**config.mk**
```make
export PLATFORM = sky130hd
export DESIGN_NAME = unidade_mult_div_flat
export DESIGN_NICKNAME = d
export VERILOG_FILES = /design/src/rtl/unidade_mult_div_if.sv /design/src/rtl/unidade_mult_div.sv /design/src/flat_wrapper.sv
export SDC_FILE = /design/constraint.sdc
export NUM_CORES = 1
export LEC_CHECK = 0
export ABC_AREA = 1
export CORE_MARGIN = 2
export CORE_UTILIZATION = 30
export CTS_CLUSTER_DIAMETER = 80
export DETAILED_ROUTE_END_ITERATION = 8
export PLACE_DENSITY = 0.49
export SYNTH_ARGS = -nofsm -noshare
export SYNTH_HDL_FRONTEND = slang
export SYNTH_SLANG_ARGS = --single-unit
```
**constraint.sdc**
```tcl
create_clock -name clk -period 3.7 [get_ports clk]
set_clock_uncertainty 0.15 [all_clocks]
set_input_delay 0.925 -clock clk [delete_from_list [all_inputs] [get_ports clk]]
set_output_delay 0.925 -clock clk [all_outputs]
set_load 0.02 [all_outputs]
```
**src/rtl/unidade_mult_div_if.sv**
```systemverilog
// Handshake and data bundle between the control unit and the multiply/divide unit.
// The control side drives start/operands/MTHI/MTLO and reads busy/done/HI/LO back.
interface unidade_mult_div_if #(
    parameter int LARGURA = 32
);
    logic               inicio;
    logic [1:0]         operacao;
    logic [LARGURA-1:0] operando_a;
    logic [LARGURA-1:0] operando_b;
    logic               escrita_hi;
    logic               escrita_lo;
    logic [LARGURA-1:0] dado_escrita;
    logic               ocupado;
    logic               pronto;
    logic               div_zero;
    logic [LARGURA-1:0] hi;
    logic [LARGURA-1:0] lo;

    modport master (
        output inicio, operacao, operando_a, operando_b,
        output escrita_hi, escrita_lo, dado_escrita,
        input  ocupado, pronto, div_zero, hi, lo
    );

    modport slave (
        input  inicio, operacao, operando_a, operando_b,
        input  escrita_hi, escrita_lo, dado_escrita,
        output ocupado, pronto, div_zero, hi, lo
    );
endinterface

```
**src/rtl/unidade_mult_div.sv**
```systemverilog
// MIPS MULT/MULTU/DIV/DIVU unit: shift-add multiply and restoring divide on magnitudes,
// sign fix-up on the final edge, results in dedicated HI/LO registers.
module unidade_mult_div #(
    parameter int LARGURA = 32,
    parameter int CICLOS  = LARGURA
) (
    input  logic clk,
    input  logic rst,
    unidade_mult_div_if.slave bus
);
    localparam int CW = $clog2(CICLOS + 1);
    localparam logic [CW-1:0] ULTIMO = CW'(CICLOS - 1);

    typedef enum logic [1:0] {OCIOSO, CALCULA, AJUSTE} estado_t;

    estado_t                estado_reg;
    logic [CW-1:0]          contador_reg;
    logic                   prep_reg;
    logic                   op_div_reg;
    logic                   sinal_res_reg;
    logic                   sinal_rest_reg;
    logic                   zero_reg;
    logic [LARGURA-1:0]     a_abs_reg;
    logic [LARGURA-1:0]     b_abs_reg;
    logic [2*LARGURA-1:0]   acc_reg;
    logic [LARGURA-1:0]     hi_reg;
    logic [LARGURA-1:0]     lo_reg;
    logic                   ocupado_reg;
    logic                   pronto_reg;
    logic                   div_zero_reg;

    logic                   op_sinal;
    logic                   neg_a;
    logic                   neg_b;
    logic [LARGURA-1:0]     abs_a;
    logic [LARGURA-1:0]     abs_b;
    logic [LARGURA:0]       soma_mult;
    logic [LARGURA:0]       resto_desl;
    logic [LARGURA-1:0]     diferenca;
    logic [2*LARGURA-1:0]   passo_mult;
    logic [2*LARGURA-1:0]   passo_div;
    logic [2*LARGURA-1:0]   produto_final;
    logic [LARGURA-1:0]     quociente_final;
    logic [LARGURA-1:0]     resto_final;

    always_comb begin
        op_sinal = ~bus.operacao[0];
        neg_a    = op_sinal & bus.operando_a[LARGURA-1];
        neg_b    = op_sinal & bus.operando_b[LARGURA-1];
        abs_a    = neg_a ? -bus.operando_a : bus.operando_a;
        abs_b    = neg_b ? -bus.operando_b : bus.operando_b;

        // acc holds {partial product, remaining multiplier bits} while multiplying
        soma_mult  = {1'b0, acc_reg[2*LARGURA-1:LARGURA]} + (acc_reg[0] ? {1'b0, a_abs_reg} : '0);
        passo_mult = {soma_mult, acc_reg[LARGURA-1:1]};

        // and {remainder, dividend bits shifting into quotient} while dividing
        resto_desl = {acc_reg[2*LARGURA-1:LARGURA], acc_reg[LARGURA-1]};
        diferenca  = resto_desl[LARGURA-1:0] - b_abs_reg;
        if (resto_desl >= {1'b0, b_abs_reg}) begin
            passo_div = {diferenca, acc_reg[LARGURA-2:0], 1'b1};
        end else begin
            passo_div = {resto_desl[LARGURA-1:0], acc_reg[LARGURA-2:0], 1'b0};
        end

        produto_final = sinal_res_reg ? -acc_reg : acc_reg;
        resto_final   = sinal_rest_reg ? -acc_reg[2*LARGURA-1:LARGURA] : acc_reg[2*LARGURA-1:LARGURA];
        // With a zero divisor the remainder path already reproduces the dividend
        if (zero_reg) begin
            quociente_final = '1;
        end else begin
            quociente_final = sinal_res_reg ? -acc_reg[LARGURA-1:0] : acc_reg[LARGURA-1:0];
        end
    end

    always_ff @(posedge clk) begin
        if (!rst) begin
            estado_reg     <= OCIOSO;
            contador_reg   <= '0;
            prep_reg       <= 1'b0;
            op_div_reg     <= 1'b0;
            sinal_res_reg  <= 1'b0;
            sinal_rest_reg <= 1'b0;
            zero_reg       <= 1'b0;
            a_abs_reg      <= '0;
            b_abs_reg      <= '0;
            acc_reg        <= '0;
            hi_reg         <= '0;
            lo_reg         <= '0;
            ocupado_reg    <= 1'b0;
            pronto_reg     <= 1'b0;
            div_zero_reg   <= 1'b0;
        end else begin
            pronto_reg <= 1'b0;
            case (estado_reg)
                OCIOSO: begin
                    if (bus.inicio) begin
                        op_div_reg     <= bus.operacao[1];
                        a_abs_reg      <= abs_a;
                        b_abs_reg      <= abs_b;
                        sinal_res_reg  <= neg_a ^ neg_b;
                        sinal_rest_reg <= neg_a & bus.operacao[1];
                        zero_reg       <= bus.operacao[1] & (bus.operando_b == '0);
                        div_zero_reg   <= 1'b0;
                        contador_reg   <= '0;
                        prep_reg       <= 1'b1;
                        estado_reg     <= CALCULA;
                    end else begin
                        if (bus.escrita_hi) hi_reg <= bus.dado_escrita;
                        if (bus.escrita_lo) lo_reg <= bus.dado_escrita;
                    end
                end
                CALCULA: begin
                    ocupado_reg <= 1'b1;
                    // First edge only seeds the accumulator; the iterations follow
                    if (prep_reg) begin
                        prep_reg <= 1'b0;
                        acc_reg  <= {{LARGURA{1'b0}}, (op_div_reg ? a_abs_reg : b_abs_reg)};
                    end else begin
                        acc_reg      <= op_div_reg ? passo_div : passo_mult;
                        contador_reg <= contador_reg + 1'b1;
                        if (contador_reg == ULTIMO) estado_reg <= AJUSTE;
                    end
                end
                AJUSTE: begin
                    if (op_div_reg) begin
                        hi_reg <= resto_final;
                        lo_reg <= quociente_final;
                    end else begin
                        hi_reg <= produto_final[2*LARGURA-1:LARGURA];
                        lo_reg <= produto_final[LARGURA-1:0];
                    end
                    div_zero_reg <= zero_reg;
                    pronto_reg   <= 1'b1;
                    ocupado_reg  <= 1'b0;
                    estado_reg   <= OCIOSO;
                end
                default: estado_reg <= OCIOSO;
            endcase
        end
    end

    assign bus.ocupado  = ocupado_reg;
    assign bus.pronto   = pronto_reg;
    assign bus.div_zero = div_zero_reg;
    assign bus.hi       = hi_reg;
    assign bus.lo       = lo_reg;
endmodule

```
**src/flat_wrapper.sv**
```systemverilog
// flat-port wrapper written by rule: the top's interface ports become plain ports
module unidade_mult_div_flat 
#(
    parameter int LARGURA = 32,
    parameter int CICLOS  = LARGURA
)
  (clk, rst, bus_inicio, bus_operacao, bus_operando_a, bus_operando_b, bus_escrita_hi, bus_escrita_lo, bus_dado_escrita, bus_ocupado, bus_pronto, bus_div_zero, bus_hi, bus_lo);
  unidade_mult_div_if #(.LARGURA(LARGURA)) bus_i ();
  input  logic clk;
  input  logic rst;
  input wire logic [$bits(bus_i.inicio)-1:0] bus_inicio;
  input wire logic [$bits(bus_i.operacao)-1:0] bus_operacao;
  input wire logic [$bits(bus_i.operando_a)-1:0] bus_operando_a;
  input wire logic [$bits(bus_i.operando_b)-1:0] bus_operando_b;
  input wire logic [$bits(bus_i.escrita_hi)-1:0] bus_escrita_hi;
  input wire logic [$bits(bus_i.escrita_lo)-1:0] bus_escrita_lo;
  input wire logic [$bits(bus_i.dado_escrita)-1:0] bus_dado_escrita;
  output wire logic [$bits(bus_i.ocupado)-1:0] bus_ocupado;
  output wire logic [$bits(bus_i.pronto)-1:0] bus_pronto;
  output wire logic [$bits(bus_i.div_zero)-1:0] bus_div_zero;
  output wire logic [$bits(bus_i.hi)-1:0] bus_hi;
  output wire logic [$bits(bus_i.lo)-1:0] bus_lo;
  assign bus_i.inicio = bus_inicio;
  assign bus_i.operacao = bus_operacao;
  assign bus_i.operando_a = bus_operando_a;
  assign bus_i.operando_b = bus_operando_b;
  assign bus_i.escrita_hi = bus_escrita_hi;
  assign bus_i.escrita_lo = bus_escrita_lo;
  assign bus_i.dado_escrita = bus_dado_escrita;
  assign bus_ocupado = bus_i.ocupado;
  assign bus_pronto = bus_i.pronto;
  assign bus_div_zero = bus_i.div_zero;
  assign bus_hi = bus_i.hi;
  assign bus_lo = bus_i.lo;
  unidade_mult_div #(.LARGURA(LARGURA), .CICLOS(CICLOS)) u_core (.clk(clk), .rst(rst), .bus(bus_i));
endmodule
```
==> flow_summary.ini, run 1 <==
[outcome]
outcome = completed

[yosys]
synth_ff_type = dfxtp_1
synth_area_leaders = dfxtp_1 (22%), nand2_1 (16%), inv_1 (9.6%)
async_flop_share_pct = 0
ys_types = 50
syn_nets = 3418
yosysMostFrequentCell = nand2_1
syn_inst = 3241
netlist.area_leader.share_pct = 22.5
synth_edf_count = 0
yosys-top-cells-count = nand2_1 (800), inv_1 (472), a21oi_1 (329), nor2_1 (327), o21ai_0 (286)
synth-seq-cells = 208
syn_area_per_cell_um2 = 5.72
yosysSeqAreaShare_pct = 22.5
syn_area_mm2 = 0.0185
yosys_warnings = 0
synth_top_area_cell = dfxtp_1

[critical_path]
end_kind = flip-flop
cp_cell_sequence = buf_4 -> nand2_1 -> inv_1 -> ha_1 -> nand2_1 -> nor2_1 -> inv_1 -> nor2_1 -> nand4_1 -> nand3_1 -> nand2_1 -> nand3_1 -> nand2_1 -> inv_1 -> nand2_1 -> a21oi_1
cp_data_arrival_time_ns = 3.49
reg2regPathDepth = 16
worstReg2RegStart = u_core.acc_reg[0]
reg2reg_slack_ns = 0.55
worst_path_max_delay_cell = dfxtp_1
crit_top_cell = nand2_1
r2r-end = u_core.acc_reg[51]
cp_num_buf_inv = 4
cp_top_family = simple AND/OR/NAND/NOR gates
crit_type = reg2reg
critPathMaxStageDelay_ns = 0.52
worst-path-max-fanout = 27
worst-endpoint-required_ns = 4.04
startpoint_type = flip-flop

[sta]
final_max_slew_viol_count = 0
fin_setup_tns_ns = 0
slew-limit-headroom_pct = 30.2
fmax_mhz = 317
finalCritPeriodShare_pct = 85.2
finalHoldViolations = 0
min_period_ns = 3.15
setup_viol = 0
tightest_slew_ns = 1.05
rsz0062_at_grt = no

[place]
dpl_cell_area_mm2 = 0.0212
port_buffers = 169
routabilityCongestion = 0.970
place_hpwl_mm = 65.2

[hold_path]
hold_class = reg2reg
worstHoldPathCells = 2
min_to = u_core.bus.div_zero
min_from = u_core.bus.div_zero

[cts]
cts_made_buffers = 27
cts.clk_slew.worst_paths_ns = 0.06
clk_path_buf_depth = 3
cts_resized = 0
clk_latency_ns = 0.59
cts_hold_buf = 0
root_buffer = clkbuf_16
htree_levels = 1
cts_tree = done
cts.sinks = 208
cts_setup_buffers = 0

[layout]
nNetsFinal = 3541
final_layout_size_suffix_gt1_share_pct = 4.82
fin_area_mm2 = 0.0220
fill_cells = 6822
largest_register_ffs = 64
syn_to_final_growth_pct = 18.9
diodes = 0

[die]
row_count = 91
die_x_um = 253
ios = 170
dieHeight_um = 253
fp.coreArea_mm2 = 0.0614
initial_utilization_pct = 30.2
die_area_mm2 = 0.0638

[route]
drt_wl_total_mm = 81.8
drtPass1Iterations = 6
vias = 21400
drtIter0Drc = 1779
post_drt_wl_per_cell_um = 19.6
drc_errors = 0
viasPerCell = 5.12
antenna_left = 0

[pwr]
powerDensity_mw_per_mm2 = 672
power_leakage_nw = 10.6
max-vdd-ir-drop_mv = 0.355
finalPower_mw = 14.8

[global_routing]
overflow = 0
grt_pass1_wl_mm = 122
met1_usage_pct = 35.6
grt-busiest-layer = met2
first_global_vias = 19600
groute.usage.overall_pct = 24.9
antenna_found_initial = 2
met2_usage_pct = 39.2
grt_max_degree = 102
grtUsageMet3_pct = 2.34

[run]
drv_cap = 0
worst min-delay path, cell delays in order (launching register included):
cell     delay (ns)
dfxtp_1        0.31
nand2_1        0.06
a21oi_1        0.05
where the power goes:
group	switching [mW]	internal, mW
logic	5.97	2.73
registers	0.598	2.82
clock network	1.14	1.56
stage by stage:
step	std cells	setup slack, ns	hold slack [ns]	utilization, %
floorplan	3241	1.16	0.295	-
global placement	4125	0.407	0.314	34.5
global route	4174	0.300	0.369	35.9
finish	4174	0.547	0.328	35.9
detailed placement	4125	0.393	0.310	34.5
CTS	4174	0.604	0.326	35.9
area by class of cell:
| cell class | instances | area (um2) | share of cell area [%] |
|---|---|---|---|
| Sequential cell | 208 | 4170 | 18.9 |
| Timing Repair Buffer | 228 | 2170 | 9.85 |
| Inverter | 484 | 1820 | 8.26 |
| Tap cell | 790 | 988 | 4.49 |
| Clock buffer | 40 | 754 | 3.42 |
| Multi-Input combinational cell | 2415 | 12000 | 54.5 |
| Clock inverter | 9 | 125 | 0.568 |
logic make-up (layout without fill, tap and decap cells):
kind of cell / after synthesis / in the layout / synth area share [%]
compound gates: 734 / 734 / 21.3
simple gates: 1536 / 1536 / 35.0
mux: 1 / 1 / 0.0540
flops: 208 / 208 / 22.5
xor+xnor: 70 / 70 / 3.31
fa+ha+maj: 74 / 74 / 5.08
buf+inv: 618 / 761 / 12.8
routing by layer:
metal	vias up	share of wire, %
li1	10800	-
met3	86	5.3
met2	613	44
met4	2	3.1
met5	-	0.011
met1	9884	48
layout by cell type (no fill, tap or decap), types with 11 or more instances in the layout:
| cell type | synthesis | layout |
|---|---|---|
| nand2_1 | 800 | 800 |
| inv_1 | 472 | 470 |
| a21oi_1 | 329 | 329 |
| nor2_1 | 327 | 326 |
| o21ai_0 | 286 | 286 |
| nand3_1 | 269 | 269 |
| dfxtp_1 | 208 | 206 |
| clkdlybuf4s50_1 | 0 | 168 |
| ha_1 | 72 | 70 |
| xor2_1 | 58 | 58 |
| buf_4 | 3 | 57 |
| o211ai_1 | 50 | 50 |
| nand4_1 | 41 | 41 |
| nor3_1 | 37 | 37 |
| clkbuf_16 | 0 | 27 |
| a31oi_1 | 15 | 15 |
| o21bai_1 | 12 | 12 |
| xnor2_1 | 12 | 12 |
| inv_2 | 9 | 11 |
worst max-delay path by stage:
stage	cells after the start	endpoint	slack [ns]	startpoint
6_report	16	u_core.acc_reg[51]	0.55	u_core.acc_reg[0]
5_1_grt	14	u_core.acc_reg[53]	0.30	u_core.acc_reg[0]
4_1_cts	14	u_core.acc_reg[61]	0.60	u_core.acc_reg[0]
3_5_place_dp	13	u_core.a_abs_reg[26]	0.39	bus_operando_a[0]
3_3_place_gp	9	u_core.b_abs_reg[29]	0.41	bus_operando_b[2]
2_1_floorplan	12	u_core.a_abs_reg[26]	1.16	bus_operando_a[0]
Note: power is estimated with default switching activity, not from simulation.
==> inputs of run 2 (changes only) <==
--- a/config.mk
+++ b/config.mk
@@ -10,6 +10,7 @@
 export CORE_UTILIZATION = 30
 export CTS_CLUSTER_DIAMETER = 80
 export DETAILED_ROUTE_END_ITERATION = 8
+export GPL_ROUTABILITY_DRIVEN = 0
 export PLACE_DENSITY = 0.49
 export SYNTH_ARGS = -nofsm -noshare
 export SYNTH_HDL_FRONTEND = slang
==> constraint.sdc (replaced) <==
create_clock -name clk -period 3.3 [get_ports clk]
set_clock_uncertainty 0.15 [all_clocks]
set_input_delay 0.825 -clock clk [delete_from_list [all_inputs] [get_ports clk]]
set_output_delay 0.825 -clock clk [all_outputs]
set_load 0.02 [all_outputs]
==> flow_summary.ini, run 2 (synthesis results as in run 1) <==
[layout]
diodes = 0
final_cell_mix = nand2_1 (800), inv_1 (470), a21oi_1 (329)
largest_register_ffs = 64
fill_cells = 6842
final_util_pct = 36.4
nNetsFinal = 3571
final_layout_size_suffix_gt1_share_pct = 5.86
final_common_cell = nand2_1
syn_to_final_growth_pct = 20.5

[place]
port_buffers = 169
place_hpwl_mm = 65.8
dp_slack_ns = 0.141

[die]
dieHeight_um = 253
ios = 170
fp.coreArea_mm2 = 0.0614
initial_utilization_pct = 30.2
die_x_um = 253
die_area_mm2 = 0.0638
row_count = 91

[sta]
slew-limit-headroom_pct = 40.4
setup_viol = 0
tightest_slew_ns = 0.894
min_period_ns = 2.98
final_max_slew_viol_count = 0
fin_setup_tns_ns = 0
finalHoldViolations = 0
whs_ns = 0.316
finalCritPeriodShare_pct = 90.4
fmax_mhz = 335
setup_slack_ns = 0.318
rsz0062_at_grt = no

[global_routing]
antenna_found_initial = 1
first_global_vias = 19600
groute.usage.overall_pct = 24.8
grt_pass1_wl_mm = 121
grt_max_degree = 73
overflow = 0

[pwr]
powerDensity_mw_per_mm2 = 749
max-vdd-ir-drop_mv = 0.375
p_int_mw = 8.09
combinationalPowerShare_pct = 59.6
power_leakage_nw = 10.7
p_sw_mw = 8.63
finalPower_mw = 16.7
power_frac_clock_pct = 17.7
seqPwrFrac_pct = 22.7
switching_share_pct = 51.6

[cts]
cts.sinks = 208
root_buffer = clkbuf_16
clk_path_buf_depth = 3
clk_latency_ns = 0.56
cts.clk_slew.worst_paths_ns = 0.06
htree_levels = 1
cts_setup_buffers = 0
cts_tree = done
cts_resized = 0
cts_made_buffers = 26
cts_hold_buf = 0

[critical_path]
cp_num_buf_inv = 3
end_kind = flip-flop
critPathMaxStageDelay_ns = 0.42
startpoint_type = flip-flop
worst-endpoint-required_ns = 3.59
cp_data_arrival_time_ns = 3.28
cp_top_family = compound AO/OA/AOI/OAI gates
crit_top_cell = nand2_1
worst-path-max-fanout = 26
worst_path_max_delay_cell = dfxtp_1
cp_cell_sequence = buf_4 -> buf_12 -> nand2_1 -> inv_1 -> ha_1 -> a21oi_1 -> o21ai_0 -> a21oi_1 -> nand2_1 -> nand2_1 -> nand2_1 -> nand2_1 -> nand3_1 -> nand3_1 -> a21oi_1
crit_type = reg2reg

[route]
antenna_left = 0
drtIter0Drc = 1992
viasPerCell = 5.11
vias = 21500
post_drt_wl_per_cell_um = 19.4
drc_errors = 0
drtPass1Iterations = 6
drt_wl_total_mm = 81.4

[outcome]
outcome = completed

[hold_path]
hold_class = reg2reg

[run]
drv_cap = 0
-- run 2: routing by layer --
metal	vias to the layer above	part of all wire (%)	wire [um]	track usage (%)
li1	10800	-	-	-
met1	9905	47	38400	35.7
met2	627	44	35900	39.2
met5	-	0	0	0
met3	99	5.2	4260	1.74
met4	0	3.4	2770	8.08
-- run 2: power by group through the flow --
stage | Combinational, mW | Sequential [mW] | Clock, mW
floorplan | 6.32 | 3.85 | 0
finish | 9.96 | 3.80 | 2.96
detailed placement | 9.78 | 3.83 | 0
global placement | 9.81 | 3.83 | 0
global route | 11.0 | 3.86 | 3.12
CTS | 9.83 | 3.78 | 3.02
-- run 2: final timing paths --
kind / cells past startpoint / to / startpoint / slack [ns]
hold reg to reg: 2 / u_core.b_abs_reg[31] / u_core.b_abs_reg[31] / 0.32
setup / recovery: 15 / u_core.acc_reg[61] / u_core.acc_reg[0] / 0.32
hold / removal: 2 / u_core.b_abs_reg[31] / u_core.b_abs_reg[31] / 0.32
setup reg to reg: 15 / u_core.acc_reg[61] / u_core.acc_reg[0] / 0.32
-- run 2: stage by stage --
stage | std cells | instance area (um2)
floorplan | 3241 | 18500
global placement | 4156 | 21400
detailed placement | 4156 | 21400
CTS | 4204 | 22300
global route | 4204 | 22300
finish | 4204 | 22300
-- run 2: worst min-delay path: cells and delay by family, from the launching register on --
kind | cells | cell delay (ns)
compound gates | 1 | 0.05
flops | 1 | 0.31
simple gates | 1 | 0.06
-- run 2: layout make-up --
cell class	count	area, um2	area share, %
flip-flops and latches	208	4170	18.7
inverters	484	1820	8.15
repair buffers	259	2460	11.0
well taps	790	988	4.43
clock inverters	14	146	0.656
clock buffers	34	731	3.27
multi-input cells	2415	12000	53.8
==> inputs of run 3 (changes only) <==
--- a/config.mk
+++ b/config.mk
@@ -8,7 +8,6 @@
 export ABC_AREA = 1
 export CORE_MARGIN = 2
 export CORE_UTILIZATION = 30
-export CTS_CLUSTER_DIAMETER = 80
 export DETAILED_ROUTE_END_ITERATION = 8
 export GPL_ROUTABILITY_DRIVEN = 0
 export PLACE_DENSITY = 0.49
==> flow_summary.ini, run 3 (synthesis results as in run 1) <==
[cts]
clk_latency_ns = 0.57
cts_setup_buffers = 0
cts_resized = 0
cts.clk_slew.worst_paths_ns = 0.06
htree_levels = 1
cts.sinks = 208
cts_tree = done
root_buffer = clkbuf_16
cts_hold_buf = 0
cts_made_buffers = 26
clk_path_buf_depth = 3

[critical_path]
startpoint_type = flip-flop
worst-endpoint-required_ns = 3.59
crit_type = reg2reg
worst-path-max-fanout = 26
end_kind = flip-flop
cp_data_arrival_time_ns = 3.27
reg2regPathDepth = 15

[die]
dieHeight_um = 253
row_count = 91
fp.coreArea_mm2 = 0.0614
ios = 170
initial_utilization_pct = 30.2
die_area_mm2 = 0.0638
die_x_um = 253

[sta]
setup_viol = 0
tightest_slew_ns = 0.948
rsz0062_at_grt = no
final_max_slew_viol_count = 0
min_period_ns = 2.98
finalCritPeriodShare_pct = 90.2
fmax_mhz = 336
finalHoldViolations = 0
slew-limit-headroom_pct = 36.7
fin_setup_tns_ns = 0

[route]
drtPass1Iterations = 6
vias = 21500
drc_errors = 0
antenna_left = 0
drt_wl_total_mm = 81.5
drtIter0Drc = 2038
viasPerCell = 5.10
post_drt_wl_per_cell_um = 19.4

[layout]
nNetsFinal = 3571
diodes = 0
fill_cells = 6841
fin_cells = 4204
syn_to_final_growth_pct = 20.2
final_cell_mix = nand2_1 (800), inv_1 (470), a21oi_1 (329)
final_layout_size_suffix_gt1_share_pct = 5.68
final_common_cell = nand2_1
largest_register_ffs = 64

[place]
place_inst = 4156
port_buffers = 169
place_hpwl_mm = 65.8

[global_routing]
groute.usage.overall_pct = 24.8
grt_max_degree = 73
first_global_vias = 19600
grt_pass1_wl_mm = 121
overflow = 0
antenna_found_initial = 1

[run]
drv_cap = 0

[pwr]
powerDensity_mw_per_mm2 = 745
max-vdd-ir-drop_mv = 0.379
power_leakage_nw = 10.7
finalPower_mw = 16.6

[hold_path]
hold_class = reg2reg
worstHoldPathCells = 2

[outcome]
outcome = completed
[run 3: critical path, stage by stage (launching register included)]
cell	delay [ns]
dfxtp_1	0.42
buf_4	0.19
buf_12	0.17
nand2_1	0.07
inv_1	0.17
ha_1	0.32
a21oi_1	0.22
o21ai_0	0.22
a21oi_1	0.21
nand2_1	0.16
nand2_1	0.15
nand2_1	0.07
nand2_1	0.05
nand3_1	0.09
nand3_1	0.11
a21oi_1	0.06
[run 3: area by class of cell]
type	count	area, um2	share of cell area (%)
Clock buffer	39	739	3.32
Clock inverter	9	90.1	0.404
Inverter	484	1820	8.17
Multi-Input combinational cell	2415	12000	53.9
Sequential cell	208	4170	18.7
Tap cell	790	988	4.44
Timing Repair Buffer	259	2460	11.1
[run 3: final timing paths]
| path | start | endpoint | slack, ns |
|---|---|---|---|
| setup reg to reg | u_core.acc_reg[0] | u_core.acc_reg[61] | 0.32 |
| hold / removal | u_core.bus.div_zero | u_core.bus.div_zero | 0.32 |
| setup / recovery | u_core.acc_reg[0] | u_core.acc_reg[61] | 0.32 |
| hold reg to reg | u_core.bus.div_zero | u_core.bus.div_zero | 0.32 |
[run 3: where the power goes]
part	switching, mW	total, mW	leakage (nW)	internal [mW]
Clock	1.21	2.84	0.401	1.63
Combinational	6.75	9.95	8.61	3.20
Sequential	0.636	3.80	1.71	3.16
[run 3: routing by layer]
layer	vias to the layer above	GRT usage, %	wire, um	share of wire [%]
li1	10800	-	-	-
met1	9886	35.7	38500	47
met2	627	39.2	36000	44
met3	100	1.73	4180	5.1
met4	0	8.10	2820	3.5
met5	-	0	0	0
[run 3: through the flow]
stage	cell area, um2	hold WS, ns	worst slack [ns]	util (%)
detailed placement	21400	0.306	0.141	34.9
CTS	22300	0.318	0.347	36.3
global route	22300	0.337	0.103	36.3
global placement	21400	0.313	0.140	34.9
floorplan	18500	0.295	0.855	-
finish	22300	0.319	0.323	36.3
